### src/rtl/mult_pkg.sv
// Shared constants, FSM state type and parity helper for the sequential multiplier responder.
package mult_pkg;
    localparam int unsigned ARG_W = 16;
    localparam int unsigned RES_W = 2 * ARG_W;
    localparam int unsigned CNT_W = 5;

    typedef enum logic [1:0] {IDLE, CALC, DONE, WAIT_REL} state_t;

    // Even parity of a vector; narrower operands are zero-extended by the caller.
    function automatic logic even_parity(input logic [RES_W-1:0] v);
        return ^v;
    endfunction
endpackage

### src/rtl/mult_seq_responder_if.sv
// Operand request / result bus between the stimulus side and the multiplier responder.
interface mult_seq_responder_if;
    import mult_pkg::*;

    logic [ARG_W-1:0] arg_a;
    logic             arg_a_parity;
    logic [ARG_W-1:0] arg_b;
    logic             arg_b_parity;
    logic             req;
    logic             ack;
    logic [RES_W-1:0] result;
    logic             result_parity;
    logic             result_rdy;
    logic             arg_parity_error;

    modport master (
        output arg_a, arg_a_parity, arg_b, arg_b_parity, req,
        input  ack, result, result_parity, result_rdy, arg_parity_error
    );

    modport slave (
        input  arg_a, arg_a_parity, arg_b, arg_b_parity, req,
        output ack, result, result_parity, result_rdy, arg_parity_error
    );
endinterface

### src/rtl/mult_shift_add_core.sv
// Unsigned 16-iteration shift-add multiplier; done is high during the final iteration cycle.
module mult_shift_add_core
    import mult_pkg::*;
(
    input  logic             clk,
    input  logic             rst,
    input  logic             start,
    input  logic [ARG_W-1:0] mcand,
    input  logic [ARG_W-1:0] mplier,
    output logic [RES_W-1:0] prod,
    output logic             done
);
    logic             busy;
    logic [CNT_W-1:0] cnt;
    logic [RES_W-1:0] acc;
    logic [RES_W-1:0] mc;
    logic [ARG_W-1:0] mp;

    // done is registered one iteration early so the controller leaves CALC on the last iteration edge
    always_ff @(posedge clk) begin
        if (rst) begin
            busy <= 1'b0;
            cnt  <= '0;
            acc  <= '0;
            mc   <= '0;
            mp   <= '0;
            done <= 1'b0;
        end else if (start) begin
            busy <= 1'b1;
            cnt  <= '0;
            acc  <= '0;
            mc   <= RES_W'(mcand);
            mp   <= mplier;
            done <= 1'b0;
        end else if (busy) begin
            if (mp[0]) begin
                acc <= acc + mc;
            end
            mc   <= mc << 1;
            mp   <= mp >> 1;
            cnt  <= cnt + CNT_W'(1);
            done <= (cnt == CNT_W'(ARG_W - 2));
            if (cnt == CNT_W'(ARG_W - 1)) begin
                busy <= 1'b0;
            end
        end else begin
            done <= 1'b0;
        end
    end

    assign prod = acc;
endmodule

### src/rtl/mult_seq_responder.sv
// Responder side of the multiplier req/ack protocol: parity check, sign handling and result registers.
module mult_seq_responder
    import mult_pkg::*;
(
    input  logic                  clk,
    input  logic                  rst,
    mult_seq_responder_if.slave   bus
);
    state_t           state, state_n;
    logic             sign, sign_n;
    logic             err, err_n;
    logic             ack_q, ack_n;
    logic             rdy_q, rdy_n;
    logic [RES_W-1:0] res_q, res_n;
    logic             rpar_q, rpar_n;
    logic             perr_q, perr_n;
    logic             start_c;

    logic             a_err_c, b_err_c;
    logic [ARG_W-1:0] mag_a_c, mag_b_c;
    logic [RES_W-1:0] prod, prod_signed_c;
    logic             core_done;

    // Magnitudes as unsigned 16-bit values; -32768 maps cleanly to 0x8000
    assign a_err_c = even_parity(RES_W'(bus.arg_a)) != bus.arg_a_parity;
    assign b_err_c = even_parity(RES_W'(bus.arg_b)) != bus.arg_b_parity;
    assign mag_a_c = bus.arg_a[ARG_W-1] ? (~bus.arg_a + ARG_W'(1)) : bus.arg_a;
    assign mag_b_c = bus.arg_b[ARG_W-1] ? (~bus.arg_b + ARG_W'(1)) : bus.arg_b;
    assign prod_signed_c = sign ? (~prod + RES_W'(1)) : prod;

    mult_shift_add_core u_core (
        .clk    (clk),
        .rst    (rst),
        .start  (start_c),
        .mcand  (mag_a_c),
        .mplier (mag_b_c),
        .prod   (prod),
        .done   (core_done)
    );

    always_ff @(posedge clk) begin
        if (rst) begin
            state  <= IDLE;
            sign   <= 1'b0;
            err    <= 1'b0;
            ack_q  <= 1'b0;
            rdy_q  <= 1'b0;
            res_q  <= '0;
            rpar_q <= 1'b0;
            perr_q <= 1'b0;
        end else begin
            state  <= state_n;
            sign   <= sign_n;
            err    <= err_n;
            ack_q  <= ack_n;
            rdy_q  <= rdy_n;
            res_q  <= res_n;
            rpar_q <= rpar_n;
            perr_q <= perr_n;
        end
    end

    always_comb begin
        state_n = state;
        sign_n  = sign;
        err_n   = err;
        ack_n   = 1'b0;
        rdy_n   = 1'b0;
        res_n   = res_q;
        rpar_n  = rpar_q;
        perr_n  = perr_q;
        start_c = 1'b0;

        case (state)
            IDLE: begin
                if (bus.req) begin
                    ack_n  = 1'b1;
                    err_n  = a_err_c | b_err_c;
                    sign_n = bus.arg_a[ARG_W-1] ^ bus.arg_b[ARG_W-1];
                    if (a_err_c | b_err_c) begin
                        state_n = DONE;
                    end else begin
                        start_c = 1'b1;
                        state_n = CALC;
                    end
                end
            end
            CALC: begin
                if (core_done) begin
                    state_n = DONE;
                end
            end
            DONE: begin
                rdy_n = 1'b1;
                if (err) begin
                    res_n  = '0;
                    rpar_n = 1'b0;
                    perr_n = 1'b1;
                end else begin
                    res_n  = prod_signed_c;
                    rpar_n = even_parity(prod_signed_c);
                    perr_n = 1'b0;
                end
                state_n = WAIT_REL;
            end
            WAIT_REL: begin
                if (!bus.req) begin
                    state_n = IDLE;
                end
            end
            default: state_n = IDLE;
        endcase
    end

    assign bus.ack              = ack_q;
    assign bus.result_rdy       = rdy_q;
    assign bus.result           = res_q;
    assign bus.result_parity    = rpar_q;
    assign bus.arg_parity_error = perr_q;
endmodule

### src/flat_wrapper.sv
// flat-port wrapper written by rule: the top's interface ports become plain ports
module mult_seq_responder_flat import mult_pkg::*;
  (clk, rst, bus_arg_a, bus_arg_a_parity, bus_arg_b, bus_arg_b_parity, bus_req, bus_ack, bus_result, bus_result_parity, bus_result_rdy, bus_arg_parity_error);
  mult_seq_responder_if bus_i ();
  input  logic clk;
  input  logic rst;
  input wire logic [$bits(bus_i.arg_a)-1:0] bus_arg_a;
  input wire logic [$bits(bus_i.arg_a_parity)-1:0] bus_arg_a_parity;
  input wire logic [$bits(bus_i.arg_b)-1:0] bus_arg_b;
  input wire logic [$bits(bus_i.arg_b_parity)-1:0] bus_arg_b_parity;
  input wire logic [$bits(bus_i.req)-1:0] bus_req;
  output wire logic [$bits(bus_i.ack)-1:0] bus_ack;
  output wire logic [$bits(bus_i.result)-1:0] bus_result;
  output wire logic [$bits(bus_i.result_parity)-1:0] bus_result_parity;
  output wire logic [$bits(bus_i.result_rdy)-1:0] bus_result_rdy;
  output wire logic [$bits(bus_i.arg_parity_error)-1:0] bus_arg_parity_error;
  assign bus_i.arg_a = bus_arg_a;
  assign bus_i.arg_a_parity = bus_arg_a_parity;
  assign bus_i.arg_b = bus_arg_b;
  assign bus_i.arg_b_parity = bus_arg_b_parity;
  assign bus_i.req = bus_req;
  assign bus_ack = bus_i.ack;
  assign bus_result = bus_i.result;
  assign bus_result_parity = bus_i.result_parity;
  assign bus_result_rdy = bus_i.result_rdy;
  assign bus_arg_parity_error = bus_i.arg_parity_error;
  mult_seq_responder u_core (.clk(clk), .rst(rst), .bus(bus_i));
endmodule
### config.mk
export PLATFORM = sky130hd
export DESIGN_NAME = mult_seq_responder_flat
export DESIGN_NICKNAME = d
export VERILOG_FILES = /design/src/rtl/mult_pkg.sv /design/src/rtl/mult_seq_responder_if.sv /design/src/rtl/mult_shift_add_core.sv /design/src/rtl/mult_seq_responder.sv /design/src/flat_wrapper.sv
export SDC_FILE = /design/constraint.sdc
export NUM_CORES = 1
export LEC_CHECK = 0
export CAP_MARGIN = 20
export CELL_PAD_IN_SITES_DETAIL_PLACEMENT = 0
export CELL_PAD_IN_SITES_GLOBAL_PLACEMENT = 1
export CORE_ASPECT_RATIO = 1.4
export CORE_MARGIN = 2
export CORE_UTILIZATION = 35
export CTS_CLUSTER_DIAMETER = 60
export CTS_CLUSTER_SIZE = 8
export DETAILED_ROUTE_END_ITERATION = 10
export GPL_ROUTABILITY_DRIVEN = 0
export GPL_TIMING_DRIVEN = 0
export PLACE_DENSITY = 0.63
export SYNTH_ARGS = -nofsm -noshare
export SYNTH_HDL_FRONTEND = slang
export SYNTH_SLANG_ARGS = --single-unit
### constraint.sdc
create_clock -name clk -period 4.8 [get_ports clk]
set_input_delay 0.96 -clock clk [delete_from_list [all_inputs] [get_ports clk]]
set_output_delay 0.96 -clock clk [all_outputs]
set_load 0.02 [all_outputs]
-- After elaboration in Yosys (flattened, before gate mapping)
Cells that the tools add are included.
- bits in registers: 127
- add/sub/neg operators: 5
- eq/ne operators: 10
- muxes and demuxes: 23
- bitwise operators: 7
- reductions and logical operators: 11
- operators by type and width (operator ; number):
    2-to-1 mux 16 bit ; 6
    XOR reduction 32 bit ; 3
    2-to-1 mux 32 bit ; 2
    adder 16 x 1 -> 16 bit (second input constant) ; 2
    adder 32 x 1 -> 32 bit (second input constant) ; 1
    adder 32 bit ; 1
    inverter 16 bit ; 2
    inverter 32 bit ; 1
    equality test 5 x 4 -> 1 bit (second input constant) ; 2
    2-to-1 mux 1 bit ; 10
    2-to-1 mux 2 bit ; 4
    one-hot mux 2 bit (4 select lines) ; 1
    inequality test 2 bit (second input constant) ; 3
    adder 5 x 1 -> 5 bit (second input constant) ; 1
    equality test 2 bit (second input constant) ; 2
    AND reduction 2 bit ; 2
    OR reduction 2 bit ; 2
    AND reduction 3 bit ; 1
    OR reduction 3 bit ; 1
    equality test 2 x 1 -> 1 bit (second input constant) ; 1
    logical NOT 2 bit ; 1
    inequality test 1 bit ; 2
    inverter 1 bit ; 2
    nonzero test 2 bit ; 1
    other kinds (2) ; 2

-- Longest topological paths before layout
Gate-level depths: netlist of run 1.
- depth after elaboration: 7
- depth in mapped cells: 13
- gate-level depth less buffers: 12

-- By module
A second synthesis of run 1 with hierarchy kept.
- cell total of the unflattened synthesis: 1085
- area, all modules: 8817.2 um^2
- modules (own cells, without submodules) (module ; times used ; cells an instance ; area each (um^2) ; seq. area each (um^2)):
    mult_shift_add_core ; 1 ; 625 ; 5108.6 ; 1741.7
    mult_seq_responder ; 1 ; 460 ; 3708.6 ; 800.8

-- Worst setup path before layout of run 1
Ideal clock, no wire load.
- path type: input to register
- from: input bus_arg_a[2]
- to: register u_core.u_core.mc[13]
- data arrival time: 3.348 ns
- required time: 4.714 ns
- path slack: 1.367 ns
- stages: 10
- path through: or3_1 -> or3_1 -> or3_1 -> or3_1 -> or3_1 -> or3_1 -> nand2_1 -> xnor2_1 -> nor2_1 -> a211oi_1
- longest elaborated chain between the ends: 7
- elaborated cells on any way between the ends: 11
- classes of those cells: add/sub: 1; eq/ne: 1; mux: 5; bitwise: 2; reduce/logical: 2
- ends and longest elaborated chain (element ; RTL line ; source):
    start: declaration ; flat_wrapper.sv:7 ; input wire logic [$bits(bus_i.arg_a)-1:0] bus_arg_a;
    parallel branches: the longest is 7 deep, another holds adder 16 x 1 -> 16 bit ; n/a ;
    end signal: assignment ; mult_shift_add_core.sv:32 ; mc <= RES_W'(mcand);
    end signal: assignment ; mult_shift_add_core.sv:39 ; mc <= mc << 1;
    end: declaration ; mult_shift_add_core.sv:16 ; logic [RES_W-1:0] mc;
Parallel ways; which one is timed is not known.
A chain may end at the register's enable or synchronous reset.

-- Final worst setup path of run 1
- from: input bus_arg_a[13]
- to: register u_core.u_core.done
- longest elaborated chain between the ends: 7
- ends and longest elaborated chain (element ; RTL line ; source):
    XOR reduction 32 bit ; mult_pkg.sv:11 ; return ^v;
    inequality test 1 bit ; mult_seq_responder.sv:25 ; assign a_err_c = even_parity(RES_W'(bus.arg_a)) != bus.arg_a_parity;
    bitwise OR 1 bit ; mult_seq_responder.sv:80 ; if (a_err_c | b_err_c) begin
    2-to-1 mux 1 bit ; mult_seq_responder.sv:80 ;
    2-to-1 mux 1 bit ; mult_seq_responder.sv:76 ; if (bus.req) begin
    2-to-1 mux 1 bit ; mult_seq_responder.sv:74 ; case (state)
    OR reduction 3 bit (no source line) ; n/a ;
    end signal: assignment ; mult_shift_add_core.sv:42 ; done <= (cnt == CNT_W'(ARG_W - 2));
    end: declaration ; mult_shift_add_core.sv:11 ; output logic done
No other way between the ends.

==> results of run 1 <==
power by group:
part / internal (µW) / switching [µW]
logic: 460 / 715
clock network: 854 / 494
registers: 1190 / 96.5
total: 2500 / 1310
Yosys cell counts, drive strengths merged (10+ instances only):
cell,n
o21ai,31
or3,21
mux2i,51
nand3,16
xnor2,96
buf,17
inv,52
ha,54
nand2,86
a211oi,42
nor3,16
o31ai,13
nor2,128
a21oi,60
a21o,21
a22oi,27
clkbuf,39
dfxtp,127
xor2,26
a31oi,10
state kept, by name, indices dropped and copies added (netlist names), 2 cells and up:
signal / count
u_core.bus.result: 32
u_core.state: 2
u_core.u_core.cnt: 5
u_core.u_core.mc: 32
u_core.u_core.mp: 16
u_core.u_core.prod: 32
layer usage:
layer	global-route usage [%]	vias up	share of wire, %
li1	-	3773	-
met1	21.9	3220	42
met2	34.8	131	52
met3	2.84	46	2.9
met4	7.93	0	3.1
met5	0	-	0
cell type report:
cell class / count / share of cell area (%)
Timing Repair Buffer: 72 / 7.13
Sequential cell: 127 / 25.1
Tap cell: 310 / 3.82
Clock inverter: 10 / 1.33
Multi-Input combinational cell: 787 / 53.9
Buffer: 56 / 2.13
Inverter: 52 / 1.92
Clock buffer: 22 / 4.67
through the flow:
step	setup slack [ps]	cell area (µm²)	util [%]
final	735	10100	42.6
after global routing	433	10100	42.6
after CTS	655	10100	42.6
after detailed placement	263	9520	40.0
after global placement	249	9520	40.0
after floorplan	1370	8420	-
critical path, cell delays in order:
cell	delay [ps]
clkdlybuf4s50_1	540
inv_1	60
ha_1	280
xnor2_1	180
xnor2_1	150
xnor2_1	150
xnor2_1	120
nor2_1	310
nand3_1	230
nand2b_1	130
clkbuf_1	460
buf_1	550
nor3_1	210
worst max path at each step:
| stage | end | cells after the start |
|---|---|---|
| 6_report | u_core.u_core.done | 13 |
| 5_1_grt | u_core.u_core.prod[30] | 12 |
| 4_1_cts | u_core.u_core.prod[30] | 12 |
| 3_5_place_dp | u_core.u_core.done | 12 |
| 3_3_place_gp | u_core.u_core.done | 12 |
| 2_1_floorplan | u_core.u_core.mc[13] | 10 |
logic make-up (layout without fill, tap and decap cells):
group                      after synthesis  in the layout  synth area share (%)
AOI/OAI and AO/OA                      235            235                  18.5
xor gates and xnor gates               128            128                  14.3
adders and majority gates               55             55                  8.26
buffers and inverters                  108            212                  4.89
DFF                                    127            127                  30.2
muxes                                   51             51                  6.06
and+or+nand+nor                        318            318                  17.8
==> out/qor.txt, run 1 <==
GRT Total Usage = 19.1%
vias in the first global route = 7,157
Worst Clk Skew = 5.34 ps
core area = 0.0238 mm²
worst r2r dst = u_core.u_core.prod[30]
area of the multi-input gates = 0.00547 mm²
minimum clock period = 4070 ps
first-pass GRT wire length = 37,800 µm
Die ar. = 0.0253 mm²
FF-to-FF Start = u_core.u_core.mc[0]
Hold Crit Class = flop to flop
Pleak = 0.00407 µW
Antenna Cells = 0
startpoint of the worst hold path = u_core.bus.result_parity
Fin Setup TNS = 0 ps
Synth area leader = dfxtp_1
CTS H-tree depth = 4
most common cell after layout, fill and taps aside = nor2_1
Hold Violations, Final = 0
CP required = 5070 ps
drt pass-1 iters = 5
TritonCTS buffer count = 17
clock tree from TritonCTS = built
post-cts hold buffer count = 0
asr flop ratio synth = 0%
fillers = 2,494
final WL = 23,100 µm
Routed Antenna Nets = 0
initial antenna violation count = 0
Max Freq = 0.246 GHz
Critical path origin = bus_arg_a[13]
share of layout cells above drive strength 1 = 4.26%
WHS Endpoint = u_core.bus.result_parity
DP HPWL = 18,600 µm
R2R cell count = 12
CTS max path bufs = 2
Peak supply drop = 0.245 mV
grt ovf = 0
CP Max Fanout = 10
mapped cell area = 0.00842 mm²
WL per Instance = 16.1 µm
Synth Flop Type = dfxtp_1
Initial Util = 35.4%
Worst-Skew Late Latency = 430 ps
Via density = 4.99
register area = 0.00254 mm²
yosys warns = 0
DRC violations left = 0
Worst Setup End Kind = flop
Slew headroom = 32.4%
Die Height = 188 µm
Final Max Tran Viols = 0
sequential area share after synthesis = 30.2%
synthesis-to-layout area growth = 20.4%
Finished Layout Cells = 1,436
Worst Hold Slack = 471 ps
commonest cells after routing, fill and taps aside = nor2_1 (128), dfxtp_1 (127), xnor2_1 (96), nand2_1 (86), clkdlybuf4s50_1 (71)
Worst setup SP type = input port
number of max-cap violations = 0
flop2flop setup slack = 760 ps
largest net degree at the start of global routing = 17
Worst-Margin Slew = 988 ps
clock root buffer = clkbuf_16
WP data arrival = 4330 ps
Layout Nets = 1,205
via count = 7,170
IO Pins = 73
Crit Path Class = input port to flop
Setup Buffers After CTS = 0
clock slew at reported path FFs = 60 ps
Rows = 67
hold depth = 2
fin crit share = 84.7%
synth unique cells = 59
die width = 135 µm
total power = 3810 µW
synthesized netlist cell count = 1,022
port bufs = 71
post-synthesis area per instance = 8.24 µm²
Synth top area share = 30.2%
DR iter-0 viols = 261
power per cell area = 375 mW/mm²
post-cts gate resize count = 0
Synth area leaders = dfxtp_1 (30%), xnor2_1 (10%), ha_1 (8.0%), mux2i_1 (6.1%), nor2_1 (5.7%)
cell count after placement = 1,403
final number of setup-violating endpoints = 0
register bit total from synthesis = 127
number of flops mapped to enable cells by yosys = 0
RSZ-0062 raised after global routing = no
status = complete, no violations
CTS sink cnt = 127
Synthesized Nets = 1,114
Note: power is estimated with default switching activity, not from simulation.
==> run 2, diff against run 1 <==
Clock period 4.8 ns to 4.1 ns, I/O delays scaled along.
==> out/qor.txt, run 2 (synthesis gave the netlist of run 1 again) <==
drt pass-1 iters = 5 (unchanged)
most common cell after layout, fill and taps aside = nor2_1 (unchanged)
fin crit share = 93.4%
final number of setup-violating endpoints = 0 (unchanged)
hold depth = 2 (unchanged)
status = complete, no violations (unchanged)
Worst Setup End Kind = flop (unchanged)
share of layout cells above drive strength 1 = 4.44% (was 4.26%)
largest net degree at the start of global routing = 17 (unchanged)
CP required = 4390 ps (was 5070 ps)
clock slew at reported path FFs = 60 ps (about the same)
CTS max path bufs = 2 (unchanged)
IO Pins = 73 (unchanged)
core area = 0.0238 mm² (unchanged)
Post-DP Area = 0.00952 mm² (unchanged)
vias in the first global route = 7,157 (unchanged)
RSZ-0062 raised after global routing = no (unchanged)
WP data arrival = 4120 ps (was 4330 ps)
GRT Total Usage = 19.1% (unchanged)
commonest cells after routing, fill and taps aside = nor2_1 (128), dfxtp_1 (127), xnor2_1 (96), nand2_1 (86), clkdlybuf4s50_1 (71) (unchanged)
flop2flop setup slack = 470 ps (was 760 ps)
DR iter-0 viols = 210 (was 261)
WL per Instance = 16.1 µm (about the same)
power per cell area = 439 mW/mm² (was 375 mW/mm²)
WHS Endpoint = u_core.bus.result_parity (unchanged)
synthesis-to-layout area growth = 20.5% (was 20.4%)
slowest stage delay, CP = 560 ps (was 550 ps)
Slowest-stage cell, CP = clkbuf_1 (was buf_1)
DP HPWL = 18,600 µm (unchanged)
Initial Util = 35.4% (unchanged)
CTS H-tree depth = 4 (unchanged)
minimum clock period = 3830 ps
Worst Clk Skew = 5.54 ps (was 5.34 ps)
TritonCTS buffer count = 17 (unchanged)
die width = 135 µm (unchanged)
port bufs = 71 (unchanged)
final WL = 23,100 µm (about the same)
Routed Antenna Nets = 0 (unchanged)
Worst-Margin Slew = 795 ps (was 988 ps)
Slew headroom = 47.0% (was 32.4%)
R2R cell count = 12 (unchanged)
Peak supply drop = 0.285 mV (was 0.245 mV)
worst r2r dst = u_core.u_core.prod[30] (unchanged)
Die Height = 188 µm (unchanged)
via count = 7,172 (was 7,170)
crit-path cells = clkdlybuf4s50_1 -> inv_1 -> ha_1 -> xnor2_1 -> xnor2_1 -> xnor2_1 -> xnor2_1 -> nor2_1 -> nand3_1 -> nand2b_1 -> clkbuf_1 -> clkbuf_1 -> nor2_1 (was clkdlybuf4s50_1 -> inv_1 -> ha_1 -> xnor2_1 -> xnor2_1 -> xnor2_1 -> xnor2_1 -> nor2_1 -> nand3_1 -> nand2b_1 -> clkbuf_1 -> buf_1 -> nor3_1)
first-pass GRT wire length = 37,800 µm (unchanged)
Via density = 4.99 (about the same)
grt ovf = 0 (unchanged)
Setup Buffers After CTS = 0 (unchanged)
Hold Violations, Final = 0 (unchanged)
Antenna Cells = 0 (unchanged)
Crit Path Class = input port to flop (unchanged)
Hold Crit Class = flop to flop (unchanged)
initial antenna violation count = 0 (unchanged)
number of max-cap violations = 0 (unchanged)
Final Max Tran Viols = 0 (unchanged)
Die ar. = 0.0253 mm² (unchanged)
startpoint of the worst hold path = u_core.bus.result_parity (unchanged)
CTS sink cnt = 127 (unchanged)
Worst-Skew Late Latency = 430 ps (about the same)
clock tree from TritonCTS = built (unchanged)
Max Freq = 0.261 GHz
Worst setup SP type = input port (unchanged)
CP Max Fanout = 10 (unchanged)
Pleak = 0.00407 µW (about the same)
Rows = 67 (unchanged)
Final Core Density = 42.6% (about the same)
clock root buffer = clkbuf_16 (unchanged)
Layout Nets = 1,205 (unchanged)
FF-to-FF Start = u_core.u_core.mc[0] (unchanged)
most frequent CP cell = xnor2_1 (unchanged)
Finished Cell Area = 0.0102 mm² (was 0.0101 mm²)
DRC violations left = 0 (unchanged)
run 2: power breakdown:
group | leakage, µW | switching (µW) | total, µW | internal [µW]
clock | 0.000288 | 578 | 1580 | 1000
combinational | 0.00276 | 837 | 1380 | 540
sequential | 0.00103 | 113 | 1500 | 1390
total | 0.00407 | 1530 | 4460 | 2930
run 2: routing by layer:
metal	vias to the layer above	track usage, %	part of all wire, %
li1	3773	-	-
met1	3224	21.9	42
met2	129	34.8	52
met3	46	2.84	2.9
met4	0	7.93	3.1
met5	-	0	0
run 2: how the worst max path moves through the flow:
stage                   from  depth (start not counted)               endpoint
2_1_floorplan   bus_arg_a[2]                         10   u_core.u_core.mc[13]
3_3_place_gp    bus_arg_b[0]                         12     u_core.u_core.done
3_5_place_dp    bus_arg_b[0]                         12     u_core.u_core.done
4_1_cts         bus_arg_b[0]                         12     u_core.u_core.done
5_1_grt        bus_arg_a[13]                         13  u_core.u_core.prod[5]
6_report       bus_arg_a[13]                         13  u_core.u_core.prod[4]
run 2: metrics by stage:
stage / worst slack (ps) / hold slack [ps] / instances / setup TNS [ps] / power [µW]
after floorplan: 807 / 422 / 1022 / 0 / 2520
after global placement: -311 / 465 / 1403 / -6270 / 2930
after detailed placement: -297 / 463 / 1403 / -5670 / 2930
after CTS: 160 / 473 / 1435 / 0 / 4530
after global routing: 6.75 / 504 / 1436 / 0 / 4720
final: 271 / 471 / 1436 / 0 / 4460
run 2: worst max-delay path, delay by kind of cell:
kind                     cells  cell delay (ps)
buffers and inverters        4             1620
AND/OR/NAND/NOR              4              770
XOR/XNOR                     4              600
adder cells (fa/ha/maj)      1              280
run 2: cell type report:
cell class,count,area [µm²]
Inverter,52,195
Timing Repair Buffer,72,723
Sequential cell,127,2540
Fill cell,2492,13700
Clock buffer,22,474
Tap cell,310,388
Multi-Input combinational cell,787,5480
Clock inverter,10,135
Buffer,56,218
run 2: timing repair:
action | in CTS | in global routing
hold buffers | 0 | 0
gates resized for setup | 1 | 2
setup endpoints to repair | 1 | 2
